`src/rtl/bram_port_arbiter.sv`:
```
// Shares one BRAM read/write port between the CPU and the debug dumper; grants are combinational from req.
// CPU wins contested cycles, at most CPU_WEIGHT in a row; read data returns one cycle after accept, tagged to its owner.
module bram_port_arbiter #(
  parameter int AW         = 11,
  parameter int DW         = 8,
  parameter int CPU_WEIGHT = 4
) (
  input  logic          clk,
  input  logic          RESETn,
  input  logic          cpu_req,
  input  logic          cpu_we,
  input  logic [AW-1:0] cpu_addr,
  input  logic [DW-1:0] cpu_wdata,
  output logic          cpu_gnt,
  output logic          cpu_rvalid,
  output logic [DW-1:0] cpu_rdata,
  input  logic          dbg_req,
  input  logic [AW-1:0] dbg_addr,
  output logic          dbg_gnt,
  output logic          dbg_rvalid,
  output logic [DW-1:0] dbg_rdata,
  output logic          mem_ce,
  output logic          mem_we,
  output logic [AW-1:0] mem_addr,
  output logic [DW-1:0] mem_wdata,
  input  logic [DW-1:0] mem_rdata
);

  localparam logic [3:0] WEIGHT = 4'(CPU_WEIGHT);

  logic [3:0]    cpu_run_q, cpu_run_d;
  logic          last_q, last_d;
  logic [1:0]    rd_owner_q, rd_owner_d;
  logic [AW-1:0] addr_q, addr_d;
  logic [DW-1:0] wdata_q, wdata_d;

  logic contested;
  logic dbg_turn;
  logic cpu_win;
  logic dbg_win;

  // Ungated winners feed the state; only the visible grants are forced low during reset.
  always_comb begin
    contested = cpu_req & dbg_req;
    dbg_turn  = contested & (cpu_run_q == WEIGHT) & ~last_q;
    cpu_win   = cpu_req & ~dbg_turn;
    dbg_win   = dbg_req & ~cpu_win;
  end

  assign cpu_gnt = RESETn & cpu_win;
  assign dbg_gnt = RESETn & dbg_win;

  always_comb begin
    cpu_run_d = cpu_run_q;
    last_d    = last_q;
    if (cpu_win && contested) begin
      cpu_run_d = (cpu_run_q >= WEIGHT) ? WEIGHT : cpu_run_q + 4'd1;
    end else if (cpu_win || dbg_win) begin
      cpu_run_d = 4'd0;
    end
    if (cpu_win) begin
      last_d = 1'b0;
    end else if (dbg_win) begin
      last_d = 1'b1;
    end
  end

  always_comb begin
    rd_owner_d = {dbg_win, cpu_win & ~cpu_we};
    addr_d     = addr_q;
    wdata_d    = wdata_q;
    if (cpu_win) begin
      addr_d  = cpu_addr;
      wdata_d = cpu_wdata;
    end else if (dbg_win) begin
      addr_d  = dbg_addr;
      wdata_d = '0;
    end
  end

  always_ff @(posedge clk or negedge RESETn) begin
    if (!RESETn) begin
      cpu_run_q  <= 4'd0;
      last_q     <= 1'b0;
      rd_owner_q <= 2'b00;
      addr_q     <= '0;
      wdata_q    <= '0;
    end else begin
      cpu_run_q  <= cpu_run_d;
      last_q     <= last_d;
      rd_owner_q <= rd_owner_d;
      addr_q     <= addr_d;
      wdata_q    <= wdata_d;
    end
  end

  // Idle cycles replay the shadow so the RAM pins do not toggle.
  always_comb begin
    mem_ce    = 1'b0;
    mem_we    = 1'b0;
    mem_addr  = addr_q;
    mem_wdata = wdata_q;
    if (cpu_gnt) begin
      mem_ce    = 1'b1;
      mem_we    = cpu_we;
      mem_addr  = cpu_addr;
      mem_wdata = cpu_wdata;
    end else if (dbg_gnt) begin
      mem_ce    = 1'b1;
      mem_addr  = dbg_addr;
      mem_wdata = '0;
    end
  end

  always_comb begin
    cpu_rvalid = rd_owner_q[0];
    dbg_rvalid = rd_owner_q[1];
    cpu_rdata  = rd_owner_q[0] ? mem_rdata : '0;
    dbg_rdata  = rd_owner_q[1] ? mem_rdata : '0;
  end

endmodule

```
`config.mk`:
```
export PLATFORM = sky130hd
export DESIGN_NAME = bram_port_arbiter
export DESIGN_NICKNAME = d
export VERILOG_FILES = /design/src/rtl/bram_port_arbiter.sv
export SDC_FILE = /design/constraint.sdc
export NUM_CORES = 1
export LEC_CHECK = 0
export ABC_AREA = 1
export BUFFER_PORTS_ARGS = -buffer_cell sky130_fd_sc_hd__buf_2
export CORE_ASPECT_RATIO = 0.7
export CORE_MARGIN = 5
export CORE_UTILIZATION = 45
export CTS_CLUSTER_DIAMETER = 200
export CTS_CLUSTER_SIZE = 12
export DETAILED_ROUTE_END_ITERATION = 8
export GPL_TIMING_DRIVEN = 0
export PLACE_DENSITY = 0.87
export SETUP_SLACK_MARGIN = 0.5
export SYNTH_ARGS = -nofsm -noshare
export SYNTH_HDL_FRONTEND = slang
export SYNTH_SLANG_ARGS = --single-unit
export TNS_END_PERCENT = 10
```
`constraint.sdc`:
```
create_clock -name clk -period 2 [get_ports clk]
set_input_delay 0.3 -clock clk [delete_from_list [all_inputs] [get_ports clk]]
set_output_delay 0.3 -clock clk [all_outputs]
set_load 0.01 [all_outputs]
```
# [After elaboration in Yosys (flattened, before gate mapping)]
# Cells that the tools add are included.
# Widths: inputs -> output; s select.
[totals] regBits=26 inputBits=43 output_inout_bits=41 elab_cells=42
[classes] n_addsub=1 magnitude_cmp=1 eq_ne=1 n_mux=18 n_bitwise=12 reduce_logical=4
[ops] operator="$mux 8" count=6
[ops] operator="$mux 11" count=4
[ops] operator="$mux 4" count=3
[ops] operator="$and 1x1->1" count=8
[ops] operator="$mux 1" count=5
[ops] operator="$add 4x1->4 const B" count=1
[ops] operator="$eq 4x3->1 const B" count=1
[ops] operator="$ge 4x3->1 const B" count=1
[ops] operator="$not 1->1" count=4
[ops] operator="$reduce_bool 2->1" count=2
[ops] operator="$logic_and 1x1->1" count=1
[ops] operator="$logic_or 1x1->1" count=1

# [Logic depth before layout (Yosys ltp)]
# Gate-level depths: netlist (run 1).
[logic_depth] word_depth=10 mapped_depth=11 mapped_depth_nobuf=10

# [Worst setup path before layout (run 1)]
# No wires, ideal clock.
[synth_timing] path_type="register -> output" from="register cpu_run_q[0]" to="output port mem_wdata[0]" t_arrival_ps=1375 required_time_ps=1700 path_slack_ps=325 path_stages_with_launch=11 path_cell_list="dfrtp_1 -> inv_1 -> ha_1 -> nand2_1 -> inv_1 -> nand3_1 -> nand2_2 -> nor2_2 -> inv_2 -> buf_4 -> o22ai_1"
[synth_via] elab_chain_len=10
[synth_rtl] element="from (decl)" line="31" rtl="logic [3:0] cpu_run_q, cpu_run_d;"
[synth_rtl] element="from (signal assigned)" line="89" rtl="cpu_run_q <= cpu_run_d;"
[synth_rtl] element="$eq 4x3->1 (*)" line="45" rtl="dbg_turn = contested & (cpu_run_q == WEIGHT) & ~last_q;"
[synth_rtl] element="$and 1x1->1 (*) (2 in series)" line="45"
[synth_rtl] element="$not 1->1 (*)" line="46" rtl="cpu_win = cpu_req & ~dbg_turn;"
[synth_rtl] element="$and 1x1->1 (*)" line="46"
[synth_rtl] element="$not 1->1" line="47" rtl="dbg_win = dbg_req & ~cpu_win;"
[synth_rtl] element="$and 1x1->1" line="47"
[synth_rtl] element="$and 1x1->1" line="51" rtl="assign dbg_gnt = RESETn & dbg_win;"
[synth_rtl] element="$mux 8" line="108" rtl="end else if (dbg_gnt) begin"
[synth_rtl] element="$mux 8 (*)" line="103" rtl="if (cpu_gnt) begin"
[synth_rtl] element="to (decl)" line="25" rtl="output logic [DW-1:0] mem_wdata,"
# Every way passes the cells marked *; elsewhere a longest branch is shown, timed or not.

# [Worst setup path in the final report (run 1)]
[layout_timing] from="register cpu_run_q[0]" to="output port mem_addr[7]"
[layout_via] elab_chain_len=10
[layout_rtl] element="$eq 4x3->1 (*)" line="45"
[layout_rtl] element="$and 1x1->1 (*) (2 in series)" line="45"
[layout_rtl] element="$not 1->1 (*)" line="46"
[layout_rtl] element="$and 1x1->1 (*)" line="46"
[layout_rtl] element="$not 1->1" line="47"
[layout_rtl] element="$and 1x1->1" line="47"
[layout_rtl] element="$and 1x1->1" line="51"
[layout_rtl] element="$mux 11" line="108"
[layout_rtl] element="$mux 11 (*)" line="103"
[layout_rtl] element="to (decl)" line="24" rtl="output logic [AW-1:0] mem_addr,"
# Marks and branches as above.

==> reports/metrics.yaml, run 1 <==
tightest_slew_ps: 570
synth-xor-area-share: 0
synth_mux_area_frac: 0
ff2ff_setup_slack_ps: 170
setup_viol: 21
fp.dieW_um: 82.2
grt.met2_usage: 0.378
cts_buffers: 3
met1_usage: 0.293
dp_cells: 377
grt_busiest_layer: "met2"
firstDrtPassIters: 5
synthSimpleGateAreaFrac: 0.307
power_density_nw_per_um2: 560
path_class: "reg -> out"
drtIter0Drc: 138
rr_worst_depth: 13
hold_start: "cpu_we"
cts_tree: "yes"
start_util: 0.468
overflow: 0
grt_use_met3: 0.0430
yosysWarningCount: 0
fin_crit_ps: 2250
cap_violations: 0
routed_wl_um: 6140
fin_nets: 395
cp-end-kind: "output pin"
synth_top_cell_by_area: "dfrtp_1"
routed_via_density: 5.20
die_height_um: 60.6
grt_use_total: 0.221
synthAdderAreaFrac: 0.0152
via_count: 2074
netlist_area_um2: 1640
ys_seq_area_frac: 0.396
ys_types: 19
wl_per_cell_um: 15.4
ir_drop_mv: 0.513
worst-path-buf-inv: 4
status: "complete, but fails checks"
post-place-ws_ps: -426
coreArea_um2: 3510
drc: 0
clk_pin_slew_ps: 90
rsz0062_at_grt: "yes"
synth_compound_area_frac: 0.108
ant_nets: 0
path_cells: "inv_2 -> ha_4 -> nand2_2 -> inv_2 -> nand3_2 -> nand2_4 -> buf_8 -> nand3_4 -> nand2_2 -> nand3_2 -> nand2_2 -> buf_6"
violations: "setup timing"
start_kind: "register"
cpMaxStageDelayCell: "dfrtp_1"
crit_top_cell: "nand2_2"
crit_required_ps: 1700
r2r-start: "cpu_run_q[0]"
grt_first_pass_wirelength_um: 8530
p_leak_nw: 1.62
grt_pass1_vias: 1866
insertion_delay_ps: 280
relSlewSlack: 0.620
r2r_end: "addr_q[0]"
hold_path_class: "in -> reg"
synth_area_leaders: "dfrtp_1, nand2_1, inv_1, o22ai_1, nand3_1"
synth_top_family_by_area: "simple AND/OR/NAND/NOR gates"
hpwl_um: 3570
grt_max_degree: 27
htree_levels: 1
max_freq_mhz: 445
hold_viol: 0
cts_max_path_buffers: 2
cpPeakStageDelay_ps: 420
postSynthCellCount: 244
diodes: 0
setup_ws_ps: -247
cts_root_buffer: "clkbuf_8"
syn_avg_cell_area_um2: 6.73
stdcell_count: 399
critPathTopFamily: "simple AND/OR/NAND/NOR gates"
arrival_ps: 1950
area_delta_synth_final_pct: 67.8
cts.sinks: 26
worstPathMaxFanout: 5
antenna_found_initial: 0
synth-seq-cells: 26
num_io_pins: 84
syn-num-nets: 289
min_path_cells: 2
whs_endpoint: "rd_owner_q[0]"
skew_ps: 8.66
drv_slew: 0
drive_above_1_share: 0.479
die_area_um2: 4980
period_share: 1.12
place_congestion: 0.836
port_buffers: 83
rows: 18
synth_top_area_share: 0.396
[cell usage in the layout (no fill, tap or decap), types with 2 or more instances in the layout]
cell type,count
clkbuf_8,3
nand4_1,8
o22ai_1,8
o211ai_1,8
nor2_1,6
nand3_2,13
nand2_1,61
clkbuf_2,2
nand3_1,4
inv_1,54
buf_6,14
clkbuf_1,3
inv_4,2
buf_8,2
dfrtp_1,26
nand3_4,2
nor2_2,2
buf_2,71
o22ai_2,7
nand2_2,18
nor2_4,3
buf_12,6
inv_2,5
buf_4,11
[power breakdown]
group	switching (mW)	internal [mW]	total (mW)	leakage (nW)
Clock	0.175	0.268	0.443	0.0357
Sequential	0.0186	0.563	0.582	0.328
Combinational	0.277	0.242	0.519	1.26
Total	0.471	1.07	1.54	1.62
[cells by family (layout without fill, tap and decap cells)]
logic type               Yosys count  after routing
AND/OR/NAND/NOR                  117            118
buffers and inverters             72            176
AO/OA/AOI/OAI                     27             27
flip-flops                        26             26
adder cells (fa/ha/maj)            2              2
[state kept, by name, summed over array words and instances, names as in the netlist]
| name | cells |
|---|---|
| addr_q | 11 |
| cpu_run_q | 4 |
| rd_owner_q | 2 |
| wdata_q | 8 |
| last_q | 1 |
[worst reg2reg max path: cells and delay by family, from the launching register on]
kind | cells | cell delay, ps
adder cells (fa/ha/maj) | 1 | 160
buffers and inverters | 6 | 590
AND/OR/NAND/NOR | 6 | 540
flip-flops | 1 | 400
[how the worst max path moves through the flow]
stage / startpoint / to / slack [ps] / cells after the start
floorplan: cpu_run_q[0] / mem_addr[10] / 370 / 11
global placement: RESETn / mem_addr[0] / -430 / 8
detailed placement: RESETn / mem_addr[2] / -430 / 8
CTS: cpu_run_q[1] / mem_addr[10] / -70 / 12
global route: cpu_run_q[0] / mem_addr[7] / -320 / 12
finish: cpu_run_q[0] / mem_addr[7] / -250 / 12
[cell usage after synthesis]
master,instances
buf_2,3
buf_4,1
buf_6,1
clkbuf_1,6
dfrtp_1,26
ha_1,2
inv_1,58
inv_2,3
nand2_1,78
nand2_2,2
nand3_1,17
nand3_4,1
nand4_1,8
nor2_1,9
nor2_2,2
o211ai_1,8
o21ai_0,2
o22ai_1,16
o31ai_1,1
[stage by stage]
step           TNS, ps  utilization  instance area (µm²)  hold WS, ps  total power, mW
2_1_floorplan        0            -                 1760         4.41            0.812
3_3_place_gp     -6350        0.636                 2240          333            0.957
3_5_place_dp     -6270        0.636                 2240          335            0.967
4_1_cts           -655        0.750                 2640          193             1.49
5_1_grt          -4940        0.785                 2760          186             1.61
6_report         -3090        0.785                 2760          186             1.54
[repair_timing]
action / CTS / global route
pin swaps: 17 / 22
setup endpoints to repair: 35 / 55
hold endpoints to repair: 26 / 0
setup buffers: 10 / 4
hold buffers: 2 / 0
gates cloned: 2 / 0
resized for setup: 35 / 32
[final cells by class]
cell class | count | area [µm²]
clock inverters | 1 | 30.0
fillers | 234 | 757
flip-flops and latches | 26 | 651
inverters | 61 | 234
well taps | 50 | 62.6
clock buffers | 3 | 41.3
plain buffers | 11 | 101
repair buffers | 100 | 703
multi-input cells | 147 | 933
[layer usage]
metal,vias up,share of wire
met4,0,0.021
met3,15,0.10
met5,-,0
met1,967,0.39
met2,123,0.48
li1,969,-
Note: power is estimated with default switching activity, not from simulation.
==> inputs of run 2 (changes only) <==
Settings changed: ABC_AREA 1 to default.
==> run 2 against run 1 <==
  * The flow still finishes with violations (setup timing)
  * Worst setup slack gained 120 ps
  * Routed wire length decreased by 25%
  * Clock skew fell by 4.1 ps
  * Cell area shrank 14%
  * Area after synthesis unchanged
  * Fmax rose by 5.4%
  * Global-route usage shrank 3.6 points
  * Die area stayed put
  * Clock-buffer cell count stayed put
  * Register-to-register slack improved by 130 ps
  * Total power decreased by 7.7%
  * Critical path depth down 4
==> reports/metrics.yaml, run 2 <==
syn_avg_cell_area_um2: 9.66  # was 6.73 µm²
fin_nets: 310  # was 395
rsz0062_at_grt: "yes"  # unchanged
cp-startpoint: "cpu_run_q[1]"  # was cpu_run_q[0]
power_density_nw_per_um2: 603  # was 560 nW/µm²
port_buffers: 82  # was 83
cts_root_buffer: "clkbuf_8"  # unchanged
r2r_end: "addr_q[7]"  # was addr_q[0]
postSynthCellCount: 170  # was 244
worstPathMaxFanout: 5  # unchanged
htree_levels: 1  # unchanged
violations: "setup timing"  # unchanged
status: "complete, but fails checks"  # unchanged
insertion_delay_ps: 270  # was 280 ps
synthTopCellsByCount: "inv_1, dfrtp_1, nand2_1"  # was nand2_1, inv_1, dfrtp_1
start_util: 0.468  # unchanged
combPwrFrac: 0.280  # was 0.336
diodes: 0  # unchanged
synth_top_area_share: 0.396  # unchanged
synth_area_leaders: "dfrtp_1, a22o_1, and2_1, mux2_4, inv_1"  # was dfrtp_1, nand2_1, inv_1, o22ai_1, nand3_1
cts_tree: "yes"  # unchanged
firstDrtPassIters: 4  # was 5
cap_violations: 0  # unchanged
fp.dieW_um: 82.2  # unchanged
synth_edf_count: 0  # unchanged
dp_cells: 302  # was 377
layout_commonest_cell: "buf_2"  # unchanged
netlist_area_um2: 1640  # unchanged
worstSetupPathDepth: 8  # was 12
netSwitchingPower_uw: 389  # was 471 µW
ys_types: 30  # was 19
fill_cells: 279  # was 234
route.met3.wl_um: 507  # was 639 µm
p_int_mw: 1.04  # was 1.07 mW
stdcell_count: 314  # was 399
start_kind: "register"  # unchanged
pwr-share-clk: 0.304  # was 0.287
ir_drop_mv: 0.377  # was 0.513 mV
cpPeakStageDelay_ps: 400  # was 420 ps
die_height_um: 60.6  # unchanged
layout_common_cells: "buf_2, dfrtp_1, inv_1, nand2_1"  # was buf_2, nand2_1, inv_1, dfrtp_1, nand2_2
period_share: 1.07  # was 1.12
routed_via_density: 5.02  # was 5.20
num_io_pins: 84  # unchanged
cpMaxStageDelayCell: "dfrtp_1"  # unchanged
biggestRegsByFlops: "addr_q (11), wdata_q (8), cpu_run_q (4)"  # unchanged
synth_top_cell_by_area: "dfrtp_1"  # unchanged
via_count: 1576  # was 2,074
largest_reg_flops: 11  # unchanged
antenna_found_initial: 0  # unchanged
async_flop_share: 1.00  # unchanged
setup_viol: 21  # unchanged
top_register: "addr_q"  # unchanged
wl_met1_um: 2130  # was 2400 µm
cts_buffers: 3  # unchanged
ys_seq_area_frac: 0.396  # unchanged
grt_first_pass_wirelength_um: 6980  # was 8530 µm
fin_crit_ps: 2130  # was 2250 ps
rr_worst_depth: 6  # was 13
drc: 0  # unchanged
place_congestion: 0.752  # was 0.836
hold_path_class: "in -> reg"  # unchanged
hold_slack_ps: 202  # was 186 ps
rows: 18  # unchanged
drive_above_1_share: 0.466  # was 0.479
ff2ff_setup_slack_ps: 300  # was 170 ps
area_delta_synth_final_pct: 43.9  # was 67.8%
synth_most_common_cell: "inv_1"  # was nand2_1
critPathTopFamily: "buffers and inverters"  # was simple AND/OR/NAND/NOR gates
synth-seq-cells: 26  # unchanged
netSwitchingFraction: 0.273  # was 0.305
ant_nets: 0  # unchanged
hpwl_um: 3420  # was 3570 µm
yosysWarningCount: 0  # unchanged
hold_viol: 0  # unchanged
coreArea_um2: 3510  # unchanged
routed_wl_um: 4630  # was 6140 µm
seqPwrFrac: 0.416  # was 0.377
drtIter0Drc: 107  # was 138
p_leak_nw: 1.30  # was 1.62 nW
wl_per_cell_um: 14.8  # was 15.4 µm
relSlewSlack: 0.627  # was 0.620
path_cells: "inv_2 -> ha_4 -> nand4bb_4 -> o21ai_4 -> inv_4 -> clkbuf_16 -> a22o_1 -> buf_2"  # was inv_2 -> ha_4 -> nand2_2 -> inv_2 -> nand3_2 -> nand2_4 -> buf_8 -> nand3_4 -> nand2_2 -> nand3_2 -> nand2_2 -> buf_6
crit_required_ps: 1700  # about the same
path_class: "reg -> out"  # unchanged
grt_use_total: 0.185  # was 0.221
r2r-start: "cpu_run_q[0]"  # unchanged
syn-num-nets: 215  # was 289
clk_pin_slew_ps: 90  # about the same
overflow: 0  # unchanged
wl_met2_um: 1990  # was 2970 µm
highest_layer: "met4"  # unchanged
cts.sinks: 26  # unchanged
grt_max_degree: 27  # unchanged
drv_slew: 0  # unchanged
worstSetupEndpoint: "mem_wdata[4]"  # was mem_addr[7]
arrival_ps: 1830  # was 1950 ps
skew_ps: 4.54  # was 8.66 ps
grt_pass1_vias: 1487  # was 1,866
tightest_slew_ps: 559  # was 570 ps
die_area_um2: 4980  # unchanged
setup_ws_ps: -132  # was -247 ps
cts_max_path_buffers: 2  # unchanged
synth_ff_type: "dfrtp_1"  # unchanged
worst-path-buf-inv: 4  # unchanged
cp-end-kind: "output pin"  # unchanged
max_freq_mhz: 469  # was 445 MHz
-- run 2: changes by cell type after synthesis, moves of 6 or more --
cell	before	now
a22o_1	0	17
and2_1	0	17
inv_1	58	27
mux2_4	0	7
mux2i_1	0	6
nand2_1	78	18
nand3_1	17	0
nand4_1	8	0
o211ai_1	8	0
o21ai_0	2	9
o221ai_1	0	8
o22ai_1	16	0
-- run 2: through the flow --
stage | total power, mW | area [µm²] | setup WS, ps | setup TNS (ps) | util
final | 1.42 | 2360 | -132 | -1490 | 0.673
after global routing | 1.51 | 2360 | -233 | -3670 | 0.673
after CTS | 1.43 | 2320 | -127 | -1230 | 0.661
after detailed placement | 0.963 | 2140 | -88.6 | -1230 | 0.608
after global placement | 0.952 | 2140 | -67.0 | -679 | 0.608
after floorplan | 0.810 | 1660 | 218 | 0 | -
-- run 2: logic make-up after synthesis --
family	synth area share
adder cells (fa/ha/maj)	0.0152
multiplexers	0.114
buffers and inverters	0.102
AND/OR/NAND/NOR	0.161
flip-flops	0.396
AO/OA/AOI/OAI	0.212
-- run 2: area by class of cell --
class / count / area (µm²) / area share
tap: 50 / 62.6 / 0.0265
sequential: 26 / 651 / 0.275
buffer: 8 / 73.8 / 0.0312
clock inverter: 1 / 30.0 / 0.0127
multi-input combinational: 108 / 882 / 0.373
clock buffer: 3 / 41.3 / 0.0175
inverter: 28 / 108 / 0.0455
timing repair buffer: 90 / 515 / 0.218
-- run 2: power by group through the flow --
stage	Sequential [mW]	Clock (mW)	Combinational, mW
2_1_floorplan	0.596	0	0.214
3_3_place_gp	0.600	0	0.353
3_5_place_dp	0.602	0	0.361
4_1_cts	0.592	0.443	0.393
5_1_grt	0.599	0.473	0.437
6_report	0.593	0.432	0.399
-- run 2: how the worst min path moves through the flow --
stage | start | to | slack (ps) | cells after the start
global placement | RESETn | addr_q[3] | 350 | 1
finish | cpu_we | rd_owner_q[0] | 200 | 2
global route | cpu_we | rd_owner_q[0] | 190 | 2
CTS | cpu_we | rd_owner_q[0] | 180 | 2
detailed placement | RESETn | addr_q[3] | 360 | 1
floorplan | RESETn | addr_q[0] | 4 | 0
-- run 2: per-layer routing --
metal	track usage	vias up
li1	-	775
met1	0.258	718
met2	0.298	81
met3	0.0534	2
met4	0.0213	0
met5	0	-
-- run 2: timing repair --
action,CTS,global route
gates resized for setup,13,3
buffers inserted,4,1
endpoints found under the setup margin,44,42
hold buffers,2,0
pin swaps,3,12
cloned,0,1
hold endpoints to repair,26,0
